## config.mk

```make
export PLATFORM = sky130hd
export DESIGN_NAME = pci_bus_arbiter
export DESIGN_NICKNAME = d
export VERILOG_FILES = /design/src/rtl/pci_bus_arbiter.sv
export SDC_FILE = /design/constraint.sdc
export NUM_CORES = 1
export LEC_CHECK = 0
export CAP_MARGIN = 10
export CORE_MARGIN = 2
export CORE_UTILIZATION = 57
export DETAILED_ROUTE_END_ITERATION = 8
export MAX_ROUTING_LAYER = met4
export PLACE_DENSITY = 0.89
export SLEW_MARGIN = 10
export SYNTH_ARGS = -nofsm -noshare
export SYNTH_HDL_FRONTEND = slang
export SYNTH_SLANG_ARGS = --single-unit
```

## constraint.sdc

```tcl
create_clock -name clk -period 6 [get_ports clk]
set_clock_uncertainty 0.1 [all_clocks]
set_input_delay 0.9 -clock clk [delete_from_list [all_inputs] [get_ports clk]]
set_output_delay 0.9 -clock clk [all_outputs]
set_load 0.03 [all_outputs]
```

## src/rtl/pci_bus_arbiter.sv

```systemverilog
// pci_bus_arbiter
//   Round-robin central arbiter for a shared PCI bus. Samples the active-low
//   per-master REQ lines, drives exactly one active-low GNT at a time, follows
//   bus ownership through FRAME/IRDY, revokes grants that are never used and
//   optionally parks the bus on a default master while nobody is requesting.
//
// Ports
//   clk          bus clock, rising edge
//   RST          synchronous reset, active-low
//   REQ          per-master request, active-low (bit i = master i)
//   FRAME, IRDY  bus handshake, active-low, monitored only
//   GNT          per-master grant, active-low, registered, at most one bit low
//   owner        index of the last granted / current master
//   bus_busy     high while a transaction is in progress
//   gnt_timeout  one-clock pulse when an unused grant is revoked
module pci_bus_arbiter #(
  parameter int N_MST       = 4,
  parameter int OWN_W       = 2,
  parameter int GNT_TIMEOUT = 16,
  parameter int PARK_EN     = 1,
  parameter int PARK_ID     = 0
) (
  input  logic             clk,
  input  logic             RST,
  input  logic [N_MST-1:0] REQ,
  input  logic             FRAME,
  input  logic             IRDY,
  output logic [N_MST-1:0] GNT,
  output logic [OWN_W-1:0] owner,
  output logic             bus_busy,
  output logic             gnt_timeout
);

  typedef enum logic [1:0] {IDLE, GRANT, BUSY, TURN} state_t;

  localparam logic [OWN_W-1:0] PARK_IDX = OWN_W'(PARK_ID);
  localparam logic [7:0]       TMO_LAST = 8'(GNT_TIMEOUT - 1);
  localparam logic [N_MST-1:0] GNT_NONE = '1;

  state_t           state, state_nx;
  logic [N_MST-1:0] gnt_q, gnt_nx;
  logic [OWN_W-1:0] owner_q, owner_nx;
  logic [OWN_W-1:0] rr_ptr, rr_nx;
  logic             busy_q, busy_nx;
  logic             tmo_q, tmo_nx;
  logic [7:0]       cnt, cnt_nx;

  logic             req_any;
  logic [OWN_W-1:0] winner;
  logic [OWN_W-1:0] idx;
  logic             owner_req;
  logic             parked;

  // Active-low one-cold grant vector for master m.
  function automatic logic [N_MST-1:0] gnt_for(input logic [OWN_W-1:0] m);
    gnt_for = ~(N_MST'(1) << m);
  endfunction

  // Round-robin search starting just after the pointer, first low REQ wins.
  always_comb begin
    req_any = 1'b0;
    winner  = rr_ptr;
    idx     = '0;
    for (int i = 1; i <= N_MST; i++) begin
      idx = OWN_W'((int'(rr_ptr) + i) % N_MST);
      if (!req_any && ((REQ & ~gnt_for(idx)) == '0)) begin
        req_any = 1'b1;
        winner  = idx;
      end
    end
  end

  assign owner_req = |(~REQ & ~gnt_for(owner_q));
  assign parked    = (PARK_EN != 0) && (gnt_q == gnt_for(PARK_IDX));

  always_comb begin
    state_nx = state;
    gnt_nx   = gnt_q;
    owner_nx = owner_q;
    rr_nx    = rr_ptr;
    busy_nx  = busy_q;
    tmo_nx   = 1'b0;
    cnt_nx   = cnt;
    case (state)
      IDLE: begin
        if (parked && !FRAME) begin
          // The parked master started a transaction without arbitrating.
          state_nx = BUSY;
          gnt_nx   = GNT_NONE;
          busy_nx  = 1'b1;
          owner_nx = PARK_IDX;
          rr_nx    = PARK_IDX;
        end else if (req_any) begin
          // Bus is idle, so a parked grant may move straight to the winner.
          state_nx = GRANT;
          gnt_nx   = gnt_for(winner);
          owner_nx = winner;
          cnt_nx   = '0;
        end else if (PARK_EN != 0) begin
          gnt_nx   = gnt_for(PARK_IDX);
          owner_nx = PARK_IDX;
        end else begin
          gnt_nx   = GNT_NONE;
        end
      end
      GRANT: begin
        if (!FRAME) begin
          state_nx = BUSY;
          gnt_nx   = GNT_NONE;
          busy_nx  = 1'b1;
          rr_nx    = owner_q;
        end else if (!owner_req) begin
          state_nx = IDLE;
          gnt_nx   = GNT_NONE;
        end else if (cnt == TMO_LAST) begin
          // Skip the idle owner so it cannot starve the others.
          state_nx = IDLE;
          gnt_nx   = GNT_NONE;
          tmo_nx   = 1'b1;
          rr_nx    = owner_q;
        end else if (cnt != 8'hFF) begin
          cnt_nx   = cnt + 8'd1;
        end
      end
      BUSY: begin
        gnt_nx = GNT_NONE;
        if (FRAME && IRDY) begin
          state_nx = TURN;
          busy_nx  = 1'b0;
        end
      end
      TURN: begin
        gnt_nx   = GNT_NONE;
        state_nx = IDLE;
      end
      default: begin
        state_nx = IDLE;
        gnt_nx   = GNT_NONE;
      end
    endcase
  end

  always_ff @(posedge clk) begin
    if (!RST) begin
      state   <= IDLE;
      gnt_q   <= GNT_NONE;
      owner_q <= PARK_IDX;
      rr_ptr  <= OWN_W'(N_MST - 1);
      busy_q  <= 1'b0;
      tmo_q   <= 1'b0;
      cnt     <= '0;
    end else begin
      state   <= state_nx;
      gnt_q   <= gnt_nx;
      owner_q <= owner_nx;
      rr_ptr  <= rr_nx;
      busy_q  <= busy_nx;
      tmo_q   <= tmo_nx;
      cnt     <= cnt_nx;
    end
  end

  assign GNT         = gnt_q;
  assign owner       = owner_q;
  assign bus_busy    = busy_q;
  assign gnt_timeout = tmo_q;

endmodule
```

# Word-level counts from Yosys, hierarchy flattened
# Cells that the tools add are included.
# W data, S select, Z words.
[totals] reg_bits=20 inputBits=8 out_inout_bits=8 elab_cells=117
[op_classes] add_sub_neg=5 n_eq_ne=19 n_shift=6 muxes=40 n_bitwise=17 n_reduce_logical=23
[ops] operator="$mux W8" n=6
[ops] operator="$not A4 Y4" n=12
[ops] operator="$mux W2" n=16
[ops] operator="$shl A1 B2 Y4 const A" n=6
[ops] operator="$and A4 B4 Y4" n=5
[ops] operator="$mux W4" n=5
[ops] operator="$ne A2 B2 Y1 const B" n=9
[ops] operator="$logic_not A4 Y1" n=4
[ops] operator="$pmux W8 S2" n=1
[ops] operator="$pmux W4 S3" n=1
[ops] operator="$reduce_and A4 Y1" n=3
[ops] operator="$ne A3 B3 Y1 const B" n=3
[ops] operator="$add A8 B1 Y8 const B" n=1
[ops] operator="$eq A8 B4 Y1 const B" n=1
[ops] operator="$mux W1" n=8
[ops] operator="$ne A8 B8 Y1 const B" n=1
[ops] operator="$pmux W2 S4" n=1
[ops] operator="$reduce_and A7 Y1" n=1
[ops] operator="$logic_and A1 B1 Y1" n=5
[ops] operator="$add A2 B1 Y2 const B" n=2
[ops] operator="$add A2 B2 Y2 const B" n=2
[ops] operator="$eq A2 B2 Y1 const B" n=2
[ops] operator="$eq A4 B4 Y1 const B" n=1
[ops] operator="$logic_not A1 Y1" n=4
[ops] operator="10 further kinds" n=10

# Logic depth before layout (Yosys ltp)
# Gate-level depths: netlist (run 1).
[depth] word_depth=21 ltp_mapped=8 ltp_nobuf=8

# Worst setup path before layout (run 1)
# Ideal clock, no wire load.
[synth_timing] kind="input-to-reg" start="in REQ[3]" end="reg cnt[5]" setup_time_ns=0.119 arrival_ns=2.237 required_time_ns=5.781 path_slack_ns=3.545 stages=6 n_path_buf=0 cell_sequence="mux4_2 or3_4 nor3_2 nand4_1 xor2_1 nor2_1"
[synth_via] elab_chain_len=14 word_cells_on_any_way=24 cone_classes="eq/ne: 2; mux: 4; bitwise: 6; reduce/logical: 12"
[synth_lines] item="start: declaration" line_no="25" source="input logic [N_MST-1:0] REQ,"
[synth_lines] item="$and A4 B4 Y4" line_no="66" source="if (!req_any && ((REQ & ~gnt_for(idx)) == '0)) begin"
[synth_lines] item="$logic_not A4 Y1" line_no="66"
[synth_lines] item="$mux W1" line_no="66"
[synth_lines] item="$logic_not A1 Y1" line_no="66"
[synth_lines] item="$logic_and A1 B1 Y1" line_no="66"
[synth_lines] item="$mux W1" line_no="66"
[synth_lines] item="$logic_not A1 Y1" line_no="66"
[synth_lines] item="$logic_and A1 B1 Y1" line_no="66"
[synth_lines] item="$mux W1" line_no="66"
[synth_lines] item="$logic_not A1 Y1" line_no="66"
[synth_lines] item="$logic_and A1 B1 Y1" line_no="66"
[synth_lines] item="$mux W1" line_no="66"
[synth_lines] item="$ne A2 B2 Y1 (no source line)"
[synth_lines] item="$reduce_and A7 Y1 (no source line) (*)"
[synth_lines] item="end signal: assignment" line_no="159" source="cnt <= cnt_nx;"
[synth_lines] item="end: declaration" line_no="46" source="logic [7:0] cnt, cnt_nx;"
# Every way passes the cells marked *; elsewhere a longest branch is shown, timed or not.
# A chain may end at the register's enable or synchronous reset.

# Final worst setup path (run 1)
# Ends and elaborated chain as after synthesis.

==> results of run 1 <==
[sequential cells by signal, summed over array words and instances, names as in the netlist]
signal,flops
GNT,4
bus_busy,1
cnt,8
gnt_timeout,1
owner,2
rr_ptr,2
state,2
[worst paths after layout]
check                 start  endpoint  slack, ns  cells after the start
setup / recovery     REQ[3]    cnt[5]       3.17                      7
hold / removal       cnt[1]    cnt[1]       0.41                      2
setup reg to reg  rr_ptr[0]    GNT[3]       3.52                      8
hold reg to reg      cnt[1]    cnt[1]       0.41                      2
[cell type report]
class                           count  area, um2
Clock inverter                      1       30.0
Sequential cell                    20        400
Clock buffer                        3       22.5
Inverter                            6       22.5
Timing Repair Buffer               15        150
Fill cell                         169        552
Tap cell                           27       33.8
Multi-Input combinational cell    122        751
[logic make-up (layout without fill, tap and decap cells)]
kind of cell	after synthesis	in the layout	synth area share [%]
AND/OR/NAND/NOR	66	66	26.9
AO/OA/AOI/OAI	42	42	23.3
flip-flops	20	20	33.9
buffers and inverters	8	25	2.54
XOR/XNOR	6	6	4.45
adder cells (fa/ha/maj)	5	5	5.30
multiplexers	3	3	3.60
[per-stage QoR]
stage	power, W	cell area, um2	std cells	setup slack (ns)
after floorplan	0.000437	1180	150	3.54
after global placement	0.000524	1360	190	2.98
after detailed placement	0.000534	1360	190	2.91
after CTS	0.000653	1410	194	3.19
after global routing	0.000701	1410	194	3.09
final	0.000666	1410	194	3.17
[power by group through the flow]
stage	registers (W)	clock network, W	logic (W)
after global placement	0.000201	0	0.000323
after global routing	0.000206	0.000119	0.000375
after floorplan	0.000224	0	0.000213
after CTS	0.000200	0.000114	0.000339
after detailed placement	0.000202	0	0.000332
final	0.000203	0.000114	0.000348
[layer usage]
layer	vias to the layer above	part of all wire, %
met4	0	5.0
li1	594	-
met3	27	11
met1	576	39
met5	-	0
met2	98	44
[cells in the mapped netlist (all sizes together), types with 3 or more instances]
master  number
a22oi        6
inv          5
o211ai       4
o21ai        8
ha           5
nor2        23
a21oi       10
nand3        3
nand2       16
o21a         3
nand4        5
a211oi       3
nor3         7
xor2         4
dfxtp       20
[worst max-delay path, cell delays in order]
cell and delay (ns):
clkdlybuf4s50_1 0.53, mux4_2 0.57, or3_4 0.37, nor3_2 0.25
nand4_1 0.14, xor2_1 0.15, nor2_1 0.05
==> impl_metrics.tcl, run 1 <==
set metrics [dict create \
    status "finished, final reports clean" \
    core_area_um2 1960 \
    dieArea_um2 2450 \
    dieWidth_um 49.5 \
    drc 0 \
    rsz0062_at_grt "no" \
    cp-start-kind "input pin" \
    tightest_slew_ns 0.527 \
    hold_viol_final 0 \
    ant_nets 0 \
    syn_area_per_cell_um2 7.87 \
    worstSkewPairLatency_ns 0.31 \
    grt_pass1_wl_um 5020 \
    die_h_um 49.5 \
    root_buffer "clkbuf_4" \
    post_cts_buffers 0 \
    mostFrequentLayoutCell "nor2_1" \
    internal-power_w 0.000365 \
    synthDistinctLibCells 37 \
    hold_buffers 0 \
    drive_above_1_share_pct 5.39 \
    min_period_ns 2.83 \
    setup-violations-final 0 \
    cts_resized 0 \
    netlist.top_cell.by_area "dfxtp_1" \
    clk_pin_slew_worst_paths_ns 0.13 \
    tns_ns 0 \
    clockPowerShare_pct 17.2 \
    cp.arrival_ns 2.95 \
    holdWs_ns 0.414 \
    routed_via_density 6.68 \
    synth_fp_nets 163 \
    grt-ovfl-total 0 \
    row_count 16 \
    grtUsageMet3_pct 5.45 \
    max_freq_ghz 0.353 \
    routedWlPerCell_um 16.2 \
    power_frac_seq_pct 30.5 \
    switching_share_pct 45.2 \
    layout.nets 181 \
    grt_util_met2_pct 41.1 \
    route.vias.total 1295 \
    h-tree-depth 1 \
    clock_path_buffers 2 \
    synthFlopType "dfxtp_1" \
    first_global_vias 1105 \
    cts_tree "done" \
    drt_iter0_drc 85 \
    end_kind "flop" \
    worstSetupPathType "input pin to flop" \
    final_cell_mix "nor2_1, dfxtp_1, nand2_1, clkdlybuf4s50_1, a21oi_1" \
    crit_fanout 5 \
    ys_ff_latch 20 \
    syn_area_um2 1180 \
    place.detailed.hpwl_um 2120 \
    antenna_cells 0 \
    syn2layout_area_growth_pct 19.4 \
    hp-class "flop to flop" \
    netlist.area_leader.share_pct 33.9 \
    synth-edff-count 0 \
    syn-instance-count 150 \
    grtUsageMet1_pct 34.5 \
    firstDrtPassIters 4 \
    portBuffers 15 \
    synth_warnings 0 \
    antenna_found_initial 0 \
    powerDensity_nw_per_um2 472 \
    p_leak_nw 0.530 \
    worstPathRequired_ns 6.12 \
    finalCritPeriodShare_pct 47.2 \
    grt_max_degree 13 \
    ios 16 \
    cap_violations 0 \
    async_flop_share_pct 0 \
    numCtsBuffers 3 \
    grt-busiest-layer "met2" \
    ir_worst_vdd_uv 354 \
    clkSinkCount 20 \
    gp_congestion 0.871 \
    relSlewSlack_pct 64.6 \
    yosysSeqAreaShare_pct 33.9 \
    grt_usage_pct 27.4 \
    power.net_switching_w 0.000301 \
    start_util_pct 60.2 \
    final_core_util_pct 71.9 \
    pwr-share-comb_pct 52.3 \
    synthTopCellsByArea "dfxtp_1, nor2_1, ha_1, nand2_1, a21oi_1" \
    slew_viol_final 0 \
    routed_wl_um 3150 \
]
No activity file was read; power rests on OpenSTA's default activity.
==> run 2, diff against run 1 <==
Settings changed: CORE_UTILIZATION 57 to 48, PLACE_DENSITY 0.89 to 0.81.
Clock period 6 ns to 2.45 ns, I/O delays scaled along.
==> impl_metrics.tcl, run 2 (synthesized netlist as in run 1, its figures left out) <==
set metrics [dict create \
    final_cell_mix "nor2_1, dfxtp_1, nand2_1, clkdlybuf4s50_1, a21oi_1" \
    firstDrtPassIters 4 \
    worstSkewPairLatency_ns 0.30 \
    finalCritPeriodShare_pct 92.9 \
    antenna_found_initial 0 \
    cap_violations 0 \
    clockPowerShare_pct 16.9 \
    grt_pass1_wl_um 5290 \
    worstSetupPathType "flop to flop" \
    p_leak_nw 0.554 \
    cp-start-kind "flop" \
    tightest_slew_ns 0.536 \
    syn2layout_area_growth_pct 23.2 \
    hp-class "flop to flop" \
    gp_congestion 0.982 \
    status "finished, final reports clean" \
    ant_nets 0 \
    ir_worst_vdd_uv 805 \
    routed_wl_um 2930 \
    grtUsageMet3_pct 3.33 \
    largest_reg_flops 8 \
    power.net_switching_w 0.000703 \
    clk_pin_slew_worst_paths_ns 0.12 \
    grtUsageMet1_pct 32.6 \
    root_buffer "clkbuf_4" \
    start_util_pct 51.9 \
    grt-busiest-layer "met2" \
    die_h_um 53.6 \
    ff2ff_setup_slack_ns 0.17 \
    internal-power_w 0.000902 \
    rsz0062_at_grt "no" \
    power_frac_seq_pct 30.5 \
    setup-violations-final 0 \
    reg2reg_from "rr_ptr[1]" \
    timing.rr.end "GNT[1]" \
    relSlewSlack_pct 63.9 \
    place_inst 196 \
    holdPathStages 2 \
    placedInstanceArea_um2 1400 \
    min-delay-start "cnt[1]" \
    holdWs_ns 0.404 \
    powerDensity_nw_per_um2 1100 \
    fin_cells 200 \
    pwr-share-comb_pct 52.6 \
    grt_max_degree 13 \
    end_kind "flop" \
    drive_above_1_share_pct 9.30 \
    ios 16 \
    min_period_ns 2.28 \
    hold_viol_final 0 \
    fillCellCount 213 \
    h-tree-depth 1 \
    grt-ovfl-total 0 \
    route.vias.total 1201 \
    routed_via_density 6.01 \
    top_register "cnt" \
    cts_tree "done" \
    cp.arrival_ns 2.40 \
    max_freq_ghz 0.439 \
    crit_chain "inv_1 > ha_1 > a22oi_1 > and2_1 > a21oi_1 > o211ai_1 > nor2_1 > o21ai_0" \
    fin_area_um2 1460 \
    row_count 17 \
    post_cts_buffers 0 \
    grt_util_met2_pct 42.2 \
    min_to "cnt[1]" \
    drc 0 \
    portBuffers 15 \
    core_area_um2 2280 \
    switching_share_pct 43.8 \
    dieArea_um2 2870 \
    worstPathRequired_ns 2.58 \
    cp_slowest_cell "dfxtp_1" \
    antenna_cells 0 \
    routedWlPerCell_um 14.6 \
    first_global_vias 1204 \
    crit_fanout 6 \
    grt_usage_pct 25.8 \
    place.detailed.hpwl_um 2250 \
    r2r_cells 8 \
    dieWidth_um 53.6 \
    layout.nets 186 \
    tns_ns 0 \
    drt_iter0_drc 52 \
    slew_viol_final 0 \
    critPathMaxStageDelay_ns 0.47 \
    clkSinkCount 20 \
    numCtsBuffers 3 \
    hold_buffers 0 \
    mostFrequentLayoutCell "nor2_1" \
    clock_path_buffers 2 \
]
run 2: how the worst max path moves through the flow:
stage	from	cells past startpoint	end	slack, ns
after floorplan	owner[0]	6	cnt[5]	0.27
after global routing	rr_ptr[1]	8	GNT[1]	0.02
final	rr_ptr[1]	8	GNT[1]	0.17
after detailed placement	REQ[3]	7	cnt[7]	-0.02
after global placement	REQ[3]	7	cnt[5]	0.03
after CTS	rr_ptr[0]	8	GNT[2]	0.13
run 2: stage by stage:
stage / power (W) / utilization [%] / worst slack, ns
floorplan: 0.00107 / - / 0.265
finish: 0.00161 / 63.9 / 0.175
CTS: 0.00159 / 63.7 / 0.126
global route: 0.00173 / 63.9 / 0.0168
detailed placement: 0.00131 / 61.4 / -0.0221
global placement: 0.00129 / 61.4 / 0.0301
run 2: layer usage:
layer | vias up | share of wire [%]
met3 | 6 | 7.6
met2 | 61 | 48
met5 | - | 0
li1 | 605 | -
met1 | 529 | 43
met4 | 0 | 1.7
run 2: power groups by stage:
stage               Sequential (W)  Clock [W]  Combinational (W)
floorplan                 0.000549          0           0.000521
global placement          0.000492          0           0.000797
detailed placement        0.000493          0           0.000821
CTS                       0.000485   0.000279           0.000827
global route              0.000503   0.000287           0.000941
finish                    0.000490   0.000271           0.000844
run 2: cell type report:
cell class | count | area, um2 | share of cell area (%)
sequential | 20 | 402 | 27.6
timing repair buffer | 20 | 188 | 12.9
clock inverter | 1 | 30.0 | 2.06
clock buffer | 3 | 22.5 | 1.55
inverter | 6 | 22.5 | 1.55
multi-input combinational | 122 | 756 | 51.9
tap | 28 | 35.0 | 2.41
run 2: critical path: cells and delay by family, from the launching register on:
family          cells  cell delay [ns]
simple gates        2             0.33
flops               1             0.47
fa+ha+maj           1             0.27
buf+inv             1             0.15
compound gates      4             0.87
run 2: timing repair:
item,in CTS,in global routing
endpoints found under the setup margin,0,5
endpoints found under the hold margin,0,0
gates resized for setup,0,3
